[src/rtl/one_to_two_st_demux_pkg.sv]
// Shared definitions for the one-to-two AXI-Stream packet demultiplexer.
// Holds the default data width, packet counter width and the route FSM
// state encoding, plus a small helper mapping a select bit to a lock state.
package one_to_two_st_demux_pkg;

    localparam int DATA_W_DEF = 32;
    localparam int CNT_W      = 32;

    typedef enum logic [1:0] {
        ST_IDLE   = 2'd0,
        ST_LOCK_A = 2'd1,
        ST_LOCK_B = 2'd2
    } route_state_t;

    // Lock state entered when a multi-beat packet starts toward to_b's output.
    function automatic route_state_t lock_of(input logic to_b);
        return to_b ? ST_LOCK_B : ST_LOCK_A;
    endfunction

endpackage

[src/rtl/axis_out_reg.sv]
// One-entry AXI-Stream output register (valid, data, last).
// Ports: clk/reset; load + load_data/load_last from the router; tready from
// the sink; tvalid/tdata/tlast to the sink; free = can take a beat this cycle;
// done_pkt = a last beat leaves this cycle.
module axis_out_reg #(
    parameter int DATA_W = 32
) (
    input  logic              clk,
    input  logic              reset,
    input  logic              load,
    input  logic [DATA_W-1:0] load_data,
    input  logic              load_last,
    input  logic              tready,
    output logic              tvalid,
    output logic [DATA_W-1:0] tdata,
    output logic              tlast,
    output logic              free,
    output logic              done_pkt
);

    // Empty, or the current beat leaves this cycle: a load here keeps full rate.
    assign free     = !tvalid || tready;
    assign done_pkt = tvalid && tready && tlast;

    always_ff @(posedge clk or posedge reset) begin
        if (reset) begin
            tvalid <= 1'b0;
            tdata  <= '0;
            tlast  <= 1'b0;
        end else if (load) begin
            tvalid <= 1'b1;
            tdata  <= load_data;
            tlast  <= load_last;
        end else if (tready) begin
            // Data/last are held until overwritten by the next load.
            tvalid <= 1'b0;
        end
    end

endmodule

[src/rtl/one_to_two_st_demux.sv]
// One-to-two AXI-Stream packet demultiplexer with per-output packet counters.
// Ports: clk/reset; sel (sampled at packet start); s_axis_* input stream;
// m_axis_*_A / m_axis_*_B output streams; pkt_count_A/B completed packets.
module one_to_two_st_demux
    import one_to_two_st_demux_pkg::*;
#(
    parameter int DATA_W = DATA_W_DEF
) (
    input  logic              clk,
    input  logic              reset,
    input  logic              sel,
    input  logic [DATA_W-1:0] s_axis_tdata,
    input  logic              s_axis_tvalid,
    output logic              s_axis_tready,
    input  logic              s_axis_tlast,
    output logic [DATA_W-1:0] m_axis_tdata_A,
    output logic              m_axis_tvalid_A,
    output logic              m_axis_tlast_A,
    input  logic              m_axis_tready_A,
    output logic [DATA_W-1:0] m_axis_tdata_B,
    output logic              m_axis_tvalid_B,
    output logic              m_axis_tlast_B,
    input  logic              m_axis_tready_B,
    output logic [CNT_W-1:0]  pkt_count_A,
    output logic [CNT_W-1:0]  pkt_count_B
);

    route_state_t state, state_nxt;
    logic         route_b;
    logic         accept;
    logic         free_a, free_b;
    logic         done_a, done_b;
    logic [CNT_W-1:0] cnt_a, cnt_b;

    // In IDLE the live sel decides, so single-beat packets route without a lock.
    assign route_b = (state == ST_LOCK_B) || ((state == ST_IDLE) && sel);

    // Ready follows only the selected output register, never s_axis_tvalid.
    assign s_axis_tready = !reset && (route_b ? free_b : free_a);
    assign accept        = s_axis_tvalid && s_axis_tready;

    always_ff @(posedge clk or posedge reset) begin
        if (reset) state <= ST_IDLE;
        else       state <= state_nxt;
    end

    always_comb begin
        state_nxt = state;
        case (state)
            ST_IDLE:   if (accept && !s_axis_tlast) state_nxt = lock_of(sel);
            ST_LOCK_A,
            ST_LOCK_B: if (accept && s_axis_tlast)  state_nxt = ST_IDLE;
            default:   state_nxt = ST_IDLE;
        endcase
    end

    axis_out_reg #(.DATA_W(DATA_W)) u_out_a (
        .clk       (clk),
        .reset     (reset),
        .load      (accept && !route_b),
        .load_data (s_axis_tdata),
        .load_last (s_axis_tlast),
        .tready    (m_axis_tready_A),
        .tvalid    (m_axis_tvalid_A),
        .tdata     (m_axis_tdata_A),
        .tlast     (m_axis_tlast_A),
        .free      (free_a),
        .done_pkt  (done_a)
    );

    axis_out_reg #(.DATA_W(DATA_W)) u_out_b (
        .clk       (clk),
        .reset     (reset),
        .load      (accept && route_b),
        .load_data (s_axis_tdata),
        .load_last (s_axis_tlast),
        .tready    (m_axis_tready_B),
        .tvalid    (m_axis_tvalid_B),
        .tdata     (m_axis_tdata_B),
        .tlast     (m_axis_tlast_B),
        .free      (free_b),
        .done_pkt  (done_b)
    );

    // Counters wrap naturally at 2^CNT_W.
    always_ff @(posedge clk or posedge reset) begin
        if (reset) begin
            cnt_a <= '0;
            cnt_b <= '0;
        end else begin
            if (done_a) cnt_a <= cnt_a + 1'b1;
            if (done_b) cnt_b <= cnt_b + 1'b1;
        end
    end

    assign pkt_count_A = cnt_a;
    assign pkt_count_B = cnt_b;

endmodule

[config.mk]
export PLATFORM = sky130hd
export DESIGN_NAME = one_to_two_st_demux
export DESIGN_NICKNAME = d
export VERILOG_FILES = /design/src/rtl/one_to_two_st_demux_pkg.sv /design/src/rtl/axis_out_reg.sv /design/src/rtl/one_to_two_st_demux.sv
export SDC_FILE = /design/constraint.sdc
export NUM_CORES = 1
export LEC_CHECK = 0
export CAP_MARGIN = 10
export CELL_PAD_IN_SITES_DETAIL_PLACEMENT = 1
export CELL_PAD_IN_SITES_GLOBAL_PLACEMENT = 2
export CORE_MARGIN = 1
export CORE_UTILIZATION = 31
export DETAILED_ROUTE_END_ITERATION = 10
export PLACE_DENSITY = 0.76
export SKIP_LAST_GASP = 1
export SYNTH_ARGS = -nofsm -noshare
export SYNTH_HDL_FRONTEND = slang
export SYNTH_SLANG_ARGS = --single-unit
[constraint.sdc]
create_clock -name clk -period 6 [get_ports clk]
set_input_delay 1.8 -clock clk [delete_from_list [all_inputs] [get_ports clk]]
set_output_delay 1.8 -clock clk [all_outputs]
set_load 0.02 [all_outputs]
# After elaboration in Yosys (flattened, before gate mapping)
# Cells that the tools add are included.
# word_totals
reg_bits	134
elab_cells	48
inputBits	39
output_inout_bits	133
# classes
addsub	2
eq_ne	4
mux	9
n_reduce_logical	24
# op_table
op	count
32-bit by 1-bit adder with 32-bit output, second input constant	2
1-bit logical AND	11
2-bit 2-to-1 mux	3
1-bit logical NOT	5
1-bit 2-to-1 mux	5
2-bit case mux with 2 select lines	1
2-bit nonzero test	2
1-bit logical OR	3
2-bit by 1-bit == test with 1-bit output, second input constant	1
2-bit == test, second input constant	1
2-bit logical NOT	1
2-bit by 1-bit inequality test with 1-bit output, second input constant	1
2-bit inequality test, second input constant	1
2-bit AND reduction	1
2-bit OR reduction	1

# Logic depth before layout (Yosys ltp)
# depth
word_depth	9
ltp_mapped	6
mapped_depth_nobuf	6

# Cells and area by module
# Synthesis repeated with hierarchy kept, for this count alone.
# hier_totals
cells_unflattened	422
area_unflattened_um2	5923.2
# by_module_without_submodules
mod	seq_area_each_um2	area_per_inst_um2	instances	cells_each
one_to_two_st_demux	1651.6	3072.9	1	272
axis_out_reg	850.8	1425.1	2	75

# Worst setup path after synthesis
# OpenSTA, ideal clock, no wires.
# synth_path
path_kind	input -> register
start	input port reset
end	register u_out_b.tdata[20]
setup_slack_ps	-386
n_path_buf	1
path_stages	5
setup_time_ps	125
arrival_ps	6261
required_ps	5875
cell_sequence	inv_1 -> nand2_1 -> nor3b_4 -> buf_4 -> mux2_2
# synth_between
elab_chain_len	4
# synth_rtl
item	line	text
start, declared	one_to_two_st_demux.sv:10	input logic reset,
1-bit logical NOT (no line)	-	
1-bit logical AND	one_to_two_st_demux.sv:39	assign s_axis_tready = !reset && (route_b ? free_b : free_a);
1-bit logical AND	one_to_two_st_demux.sv:40	assign accept = s_axis_tvalid && s_axis_tready;
1-bit logical AND	one_to_two_st_demux.sv:74	.load (accept && route_b),
end signal, assigned	axis_out_reg.sv:32	tdata <= load_data;
end, declared	axis_out_reg.sv:15	output logic [DATA_W-1:0] tdata,
# Every way passes these cells.
# A chain may end at the register's enable or synchronous reset.

# Worst setup path in the final report
# layout_path
start	input port sel
end	output port s_axis_tready
# layout_between
elab_chain_len	4
# layout_rtl
item	line	text
start, declared	one_to_two_st_demux.sv:11	input logic sel,
1-bit logical AND	one_to_two_st_demux.sv:36	assign route_b = (state == ST_LOCK_B) || ((state == ST_IDLE) && sel);
1-bit logical OR	one_to_two_st_demux.sv:36	
1-bit 2-to-1 mux	one_to_two_st_demux.sv:39	
1-bit logical AND	one_to_two_st_demux.sv:39	
end, declared	one_to_two_st_demux.sv:14	output logic s_axis_tready,
# Every way passes these cells.

==> out/metrics.yaml <==
status:
  outcome: "complete, no violations"
routing:
  wl_um: 14750
  routedWlPerCell_um: 17.47
  ant_nets: 0
  first_pass_iters: 4
  drt_iter0_markers: 128
  num_vias: 4042
  drc: 0
  via_per_inst: 4.789
layout:
  fin_cells: 844
  nets: 646
  fillers: 1821
  antenna_cells: 0
  final_common_cell: "clkdlybuf4s50_1"
  layout_common_cells: "clkdlybuf4s50_1 (171), dfrtp_1 (134), mux2_2 (65)"
  syn_to_final_growth_pct: 46.71
  drive_gt1_frac: 0.1837
  utilization: 0.4632
clock_tree:
  clk_pin_slew_ns: 0.06
  clock_sinks: 134
  root_buffer: "clkbuf_16"
  clk-insertion-delay-late_ns: 0.42
  post_cts_resized: 0
  cts_setup_buffers: 0
  cts_tree: "yes"
  cts_max_path_buffers: 2
  holdBufCountCts: 0
  htreeDepth: 4
  cts_buffers: 17
die:
  die_w_um: 137.0
  start_util: 0.3157
  num_rows: 49
  dieHeight_um: 137.0
  core-area_sq_um: 17900
  dieArea_sq_um: 18770
  ios: 172
hold_path:
  hp-class: "flip-flop to flip-flop"
  holdPathStages: 1
synthesis:
  synth_area_sq_um: 5652
  synth_seq_area_share: 0.5933
  syn_avg_cell_area_sq_um: 13.62
  async_flop_share: 1.000
  synth_top_area_frac: 0.5933
  synth_ff_type: "dfrtp_1"
  synth_edf_count: 0
  yosys_warnings: 0
  synthDistinctLibCells: 33
  yosys.area.top_type: "dfrtp_1"
  syn-num-nets: 458
  syn_inst: 415
  ys_ff_latch: 134
  synth_area_leaders: "dfrtp_1 (59%), mux2_2 (13%), xnor2_1 (8.4%)"
place:
  dpl.hpwl_um: 10380
  post-place-cells: 813
  gp_congestion: 0.7882
  io_buffers: 171
power:
  power.internal_mw: 2.592
  ir_drop_mv: 0.2150
  powerDensity_nw_per_um2: 456.5
  pwr-share-seq: 0.350
  power_frac_comb: 0.348
  power_switching_mw: 1.194
  swShare: 0.3153
  total_power_mw: 3.785
  p_leak_nw: 3.458
  power_frac_clock: 0.302
global_route:
  grt_overflow: 0
  grt_max_degree: 56
  grt_use_total: 0.1662
  grt_pass1_vias: 4322
  antenna_found_initial: 0
  grt_pass1_wl_um: 23480
worst_setup_path:
  start_kind: "primary input"
  cp-end-kind: "primary output"
  required_ns: 4.20
  critPathMaxFanout: 5
  crit_arrival_ns: 3.57
  r2r_cells: 6
  crit_type: "primary input to primary output"
timing:
  finalCritPeriodShare: 0.8953
  rsz0062_at_grt: "no"
  worst_clock_skew_ns: 0.02675
  hold_ws_ns: 0.4781
  final-max-slew-violation-count: 0
  finalSetupTns_ns: 0
  tightest_slew_ns: 0.7629
  finalSetupViolCount: 0
  relSlewSlack: 0.4904
  layout_min_cycle_time_ns: 5.372
  fmax_mhz: 186.2
  hold_viol_final: 0
flow_run:
  cap_violations: 0
[worst paths after layout]
path | startpoint | to | slack [ns]
min in group asynchronous | reset | state[1] | 1.90
worst max register to register | state[0] | u_out_b.tdata[20] | 3.90
worst max-delay path | sel | s_axis_tready | 0.63
worst min-delay path | pkt_count_B[31] | pkt_count_B[31] | 0.48
worst min register to register | pkt_count_B[31] | pkt_count_B[31] | 0.48
max in group asynchronous | reset | pkt_count_B[20] | 2.25
[kinds of logic (layout without fill, tap and decap cells)]
family                     count (synthesis)  in the layout  synth area share
and+or+nand+nor                          127            127            0.1441
adders and majority gates                  4              4          0.008856
xor gates and xnor gates                  62             62           0.09608
DFF                                      134            134            0.5933
muxes                                     69             69            0.1373
AOI/OAI and AO/OA                          6              6          0.009077
buffers and inverters                     13            213           0.01129
[layer usage]
metal,share of wire,track usage
met1,0.41,0.1948
met2,0.49,0.2668
met3,0.088,0.08148
met4,0.0062,0.04945
met5,0,0
[power groups by stage]
stage               combinational (mW)  clock (mW)  sequential (mW)
global route                      1.41        1.21             1.36
floorplan                        0.368           0             1.63
detailed placement                1.33           0             1.34
CTS                               1.34        1.17             1.33
global placement                  1.31           0             1.32
finish                            1.32        1.14             1.32
[layout make-up]
type                       count  area [sq um]  share of cell area
timing repair buffer         175          1742              0.2100
inverter                       7         30.03            0.003622
multi-input combinational    268          2235              0.2695
sequential                   134          3353              0.4044
tap                          229         286.5             0.03456
clock inverter                12         202.7             0.02445
clock buffer                  19         442.9             0.05342
[flip-flops by register name, summed over array words and instances, names as in the netlist]
| name | flops |
|---|---|
| u_out_b.tvalid | 1 |
| pkt_count_A | 32 |
| u_out_b.tlast | 1 |
| u_out_b.tdata | 32 |
| u_out_a.tdata | 32 |
| state | 2 |
| u_out_a.tvalid | 1 |
| pkt_count_B | 32 |
| u_out_a.tlast | 1 |
[synthesized netlist by cell type, types with 3 or more instances]
cell type and number:
and2_1 4, nand3_1 28, buf_4 3, nor2_1 12, dfrtp_1 134, nor3_1 5
mux2_2 65, inv_1 7, nand4_2 3, nor4_4 4, ha_1 4, nand4_1 24
xnor2_1 54, and3_1 7, buf_2 3, and4_1 6, mux2_1 3, xor2_1 8
nand2_1 22
[through the flow]
stage	area, sq um	worst slack, ns
floorplan	5655	0.9874
global placement	7646	0.6178
detailed placement	7646	0.5902
CTS	8292	0.6001
global route	8292	0.5171
finish	8292	0.6283
[critical path: stages]
cell             delay [ns]
clkdlybuf4s50_1        0.48
a21oi_4                0.26
mux2i_1                0.41
nor2_1                 0.07
clkdlybuf4s50_1        0.55
Power figures use the tool's default switching activity.
